## src/rtl/microtile_bist.sv

```systemverilog
// Built-in self-test driver for a combinational tile: LFSR stimulus, MISR response compaction.
// Optional two-cycle apply/absorb vectors with `define MICROTILE_BIST_SETTLE_EN.
module microtile_bist #(
    parameter int          N_VECTORS = 255,
    parameter logic [7:0]  SEED      = 8'hA5,
    parameter logic [15:0] GOLDEN    = 16'h0100
) (
    input  logic        clk,
    input  logic        rst_n,
    input  logic        ena,
    input  logic        start,
    output logic [7:0]  tile_ui_in,
    input  logic [7:0]  tile_uo_out,
    output logic        busy,
    output logic        done,
    output logic        pass,
    output logic [15:0] signature
);

    typedef enum logic [1:0] {
        S_IDLE   = 2'd0,
        S_RUN    = 2'd1,
        S_DONE   = 2'd2
`ifdef MICROTILE_BIST_SETTLE_EN
        , S_SETTLE = 2'd3
`endif
    } state_t;

    localparam logic [7:0] LAST = 8'(N_VECTORS - 1);

    state_t      r_state;
    state_t      w_state_nxt;
    logic [7:0]  r_lfsr;
    logic [7:0]  w_lfsr_nxt;
    logic [7:0]  r_count;
    logic [7:0]  w_count_nxt;
    logic [15:0] r_misr;
    logic [15:0] w_misr_nxt;
    logic        w_absorb;
    logic        w_lfsr_fb;
    logic        w_misr_fb;

    assign w_lfsr_fb = r_lfsr[7] ^ r_lfsr[5] ^ r_lfsr[4] ^ r_lfsr[3];
    assign w_misr_fb = r_misr[15] ^ r_misr[13] ^ r_misr[12] ^ r_misr[10];

    always_comb begin
        // NOTE: every signal gets its hold value first so no path leaves it unassigned (no latch).
        w_state_nxt = r_state;
        w_lfsr_nxt  = r_lfsr;
        w_misr_nxt  = r_misr;
        w_count_nxt = r_count;
        w_absorb    = 1'b0;

        if (ena) begin
            case (r_state)
                S_IDLE, S_DONE: begin
                    if (start) begin
                        w_state_nxt = S_RUN;
                        w_lfsr_nxt  = SEED;
                        w_misr_nxt  = 16'h0000;
                        w_count_nxt = 8'h00;
                    end
                end
`ifdef MICROTILE_BIST_SETTLE_EN
                S_RUN:    w_state_nxt = S_SETTLE;
                S_SETTLE: w_absorb    = 1'b1;
`else
                S_RUN:    w_absorb    = 1'b1;
`endif
                default:  w_state_nxt = S_IDLE;
            endcase
        end

        // The tile response is sampled while the current LFSR byte is still on its inputs.
        if (w_absorb) begin
            w_misr_nxt  = {r_misr[14:0], w_misr_fb} ^ {8'h00, tile_uo_out};
            w_lfsr_nxt  = {r_lfsr[6:0], w_lfsr_fb};
            w_count_nxt = r_count + 8'd1;
            w_state_nxt = (r_count == LAST) ? S_DONE : S_RUN;
        end
    end

    // NOTE: sequential state uses non-blocking assignments so all registers update together.
    always_ff @(posedge clk or negedge rst_n) begin
        if (!rst_n) begin
            r_state <= S_IDLE;
            r_lfsr  <= 8'h00;
            r_misr  <= 16'h0000;
            r_count <= 8'h00;
        end else begin
            r_state <= w_state_nxt;
            r_lfsr  <= w_lfsr_nxt;
            r_misr  <= w_misr_nxt;
            r_count <= w_count_nxt;
        end
    end

`ifdef MICROTILE_BIST_SETTLE_EN
    assign busy = (r_state == S_RUN) || (r_state == S_SETTLE);
`else
    assign busy = (r_state == S_RUN);
`endif
    assign done       = (r_state == S_DONE);
    assign pass       = done && (r_misr == GOLDEN);
    assign tile_ui_in = busy ? r_lfsr : 8'h00;
    assign signature  = r_misr;

endmodule

```

## config.mk

```make
export PLATFORM = sky130hd
export DESIGN_NAME = microtile_bist
export DESIGN_NICKNAME = d
export VERILOG_FILES = /design/src/rtl/microtile_bist.sv
export SDC_FILE = /design/constraint.sdc
export NUM_CORES = 1
export LEC_CHECK = 0
export BUFFER_PORTS_ARGS = -buffer_cell sky130_fd_sc_hd__buf_2
export CORE_UTILIZATION = 47
export CTS_CLUSTER_DIAMETER = 120
export DETAILED_ROUTE_END_ITERATION = 10
export GPL_ROUTABILITY_DRIVEN = 1
export GPL_TIMING_DRIVEN = 0
export PLACE_DENSITY = 0.74
export SYNTH_ARGS = -nofsm -noshare
export SYNTH_HDL_FRONTEND = slang
export SYNTH_SLANG_ARGS = --single-unit
export TNS_END_PERCENT = 10
```

## constraint.sdc

```tcl
create_clock -name clk -period 1.2 [get_ports clk]
set_input_delay 0.18 -clock clk [delete_from_list [all_inputs] [get_ports clk]]
set_output_delay 0.18 -clock clk [all_outputs]
set_load 0.01 [all_outputs]
```

==> flow_metrics.env <==
export IMPL_status="complete, but fails checks"
export IMPL_violations="negative setup slack"
export IMPL_core_sq_um=3340
export IMPL_synth_nets=165
export IMPL_hold_class="primary input to flip-flop"
export IMPL_fmax_mhz=635
export IMPL_final_instance_count_excl_fill=255
export IMPL_antenna_cells=0
export IMPL_grt_max_degree=35
export IMPL_clk_latency_ns=0.33
export IMPL_final_cell_mix="28 x dfrtp_1, 25 x buf_2, 22 x buf_6"
export IMPL_drt_total_wl_microns=3670
export IMPL_clock_sink_count=34
export IMPL_hold_depth=3
export IMPL_vias=1370
export IMPL_dieArea_sq_um=3740
export IMPL_clkTransAtPathRegs_ns=0.10
export IMPL_fin_area_sq_um=2210
export IMPL_dr_first_iter_drc_count=49
export IMPL_grt_pass1_vias=1280
export IMPL_synth_seq_cells=34
export IMPL_rsz0062_at_grt="true"
export IMPL_worst_slack_ns=-0.375
export IMPL_drc=0
export IMPL_path_max_fanout=4
export IMPL_via_per_inst=5.37
export IMPL_h_tree_depth=2
export IMPL_die_h_microns=61.1
export IMPL_worstSetupPathType="flip-flop to output pin"
export IMPL_crit_chain="buf_4 > nor2b_1 > nand2_1 > nor2_1 > buf_2"
export IMPL_ys_types=32
export IMPL_cts_root_buf="clkbuf_4"
export IMPL_grt_use_total_pct=23.1
export IMPL_worst_r2r_endpoint="signature[10]"
export IMPL_worst_pin_slew_ns=0.736
export IMPL_timing_hold_ws_ns=0.111
export IMPL_fillCellCount=269
export IMPL_async_flop_share_pct=100
export IMPL_max_stage_delay_ns=0.35
export IMPL_cp_start_kind="flip-flop"
export IMPL_grt_pass1_wl_microns=6110
export IMPL_synth_area_leaders="dfrtp_1 52%, a22o_1 6.9%, xnor2_1 5.9%"
export IMPL_firstDrtPassIters=7
export IMPL_grt_overflow=0
export IMPL_cts_tree="done"
export IMPL_rr_worst_depth=6
export IMPL_synth_top_area_share_pct=51.8
export IMPL_place_gp_congestion=0.768
export IMPL_clk_path_buf_depth=2
export IMPL_power_density_nw_per_um2=1740
export IMPL_synthCells=151
export IMPL_irDropWorstVdd_mv=0.930
export IMPL_period_needed_ns=1.57
export IMPL_place_hpwl_microns=2340
export IMPL_fp_dieW_microns=61.1
export IMPL_crit_slowest_cell="dfrtp_1"
export IMPL_place_area_sq_um=1890
export IMPL_crit_arrival_ns=1.39
export IMPL_fp_row_count=21
export IMPL_fin_skew_ns=0.00766
export IMPL_min_to="signature[6]"
export IMPL_cp_end_kind="output pin"
export IMPL_ys_warn_count=0
export IMPL_synth_area_sq_um=1640
export IMPL_setup_viol=48
export IMPL_synth_largest_area_cell="dfrtp_1"
export IMPL_layout_commonest_cell="dfrtp_1"
export IMPL_cts_buffers_inserted=5
export IMPL_antenna_found_initial=0
export IMPL_syn_avg_cell_area_sq_um=10.9
export IMPL_io_pins=39
export IMPL_worstPathRequired_ns=1.02
export IMPL_finalHoldViolCount=0
export IMPL_ant_nets=0
export IMPL_wl_per_cell_microns=14.4
export IMPL_port_buffers=37
export IMPL_hold_start="tile_uo_out[6]"
export IMPL_maxSlewViolCount=0
export IMPL_rr_startpoint="r_state[0]"
export IMPL_pre_cts_slack_ns=-0.194
export IMPL_synth_edff_count=0
export IMPL_finalCritPeriodShare_pct=131
export IMPL_maxCapViolCount=0
export IMPL_start_util_pct=49.2
export IMPL_r2r_slack_ns=-0.24
export IMPL_nNetsFinal=223
export IMPL_syn2layout_area_growth_pct=34.7
export IMPL_slew_headroom_pct=50.9
export IMPL_synth_ff_type="dfrtp_1"
export IMPL_placedCellCount=234
export IMPL_drive_gt1_share_pct=42.1
export IMPL_synth_yosys_seq_area_share_pct=51.8
export IMPL_leakage_nw=1.02
registers in the layout (all words and copies together), names as in the netlist:
register   count
r_lfsr         8
r_count        8
r_state        2
signature     16
layout make-up:
class / count / area [sq um] / area share (%)
inverter: 1 / 3.75 / 0.170
multi-input combinational: 109 / 777 / 35.1
clock buffer: 7 / 45.0 / 2.04
buffer: 7 / 73.8 / 3.34
timing repair buffer: 51 / 397 / 17.9
sequential: 34 / 858 / 38.8
tap: 46 / 57.6 / 2.60
repair_timing:
action | CTS | global route
resized for setup | 21 | 22
setup endpoints to repair | 45 | 52
setup buffers | 9 | 3
hold endpoints to repair | 34 | 0
cloned | 1 | 0
pin swaps | 17 | 5
hold buffers | 1 | 0
worst max-delay path, delay by kind of cell, from the launching register on:
| family | cells | cell delay, ns |
|---|---|---|
| buffers and inverters | 2 | 0.26 |
| DFF | 1 | 0.35 |
| and+or+nand+nor | 3 | 0.47 |
how the worst max path moves through the flow:
stage | endpoint | slack (ns) | cells past startpoint | startpoint
floorplan | signature[11] | -0.09 | 5 | r_state[0]
global placement | r_count[3] | -0.18 | 5 | r_state[0]
detailed placement | signature[12] | -0.19 | 4 | r_state[0]
CTS | pass | -0.38 | 4 | signature[7]
global route | pass | -0.45 | 5 | r_state[1]
finish | pass | -0.37 | 5 | r_state[1]
power by group:
part / internal, mW / total (mW) / switching [mW]
Sequential: 1.43 / 1.77 / 0.342
Clock: 0.221 / 0.582 / 0.362
Combinational: 0.860 / 1.49 / 0.630
cell usage after synthesis, drive strengths merged (3+ instances only):
cell	number
a21oi	5
a22o	13
a31oi	3
and2	9
buf	6
dfrtp	34
nand2	14
nand3	3
nor2	5
nor4	3
o21ai	21
o22a	3
xnor2	11
xor2	4
stage by stage:
| stage | util [%] | total power, mW | TNS, ns |
|---|---|---|---|
| detailed placement | 56.6 | 2.85 | -5.71 |
| floorplan | - | 2.43 | -1.44 |
| global route | 66.3 | 4.11 | -12.66 |
| CTS | 63.0 | 3.65 | -9.37 |
| finish | 66.3 | 3.85 | -9.25 |
| global placement | 56.6 | 2.80 | -4.66 |
routing by layer:
metal	vias to the layer above	wire (microns)	track usage, %
li1	656	-	-
met1	673	1670	29.9
met2	35	1800	36.6
met3	6	152	6.09
met4	0	44	10.1
met5	-	0	0
logic make-up after synthesis:
logic type	synth area share, %
simple gates	15.5
fa+ha+maj	1.52
flops	51.8
buf+inv	3.96
xor+xnor	8.00
compound gates	19.2
Note: power is estimated with default switching activity, not from simulation.
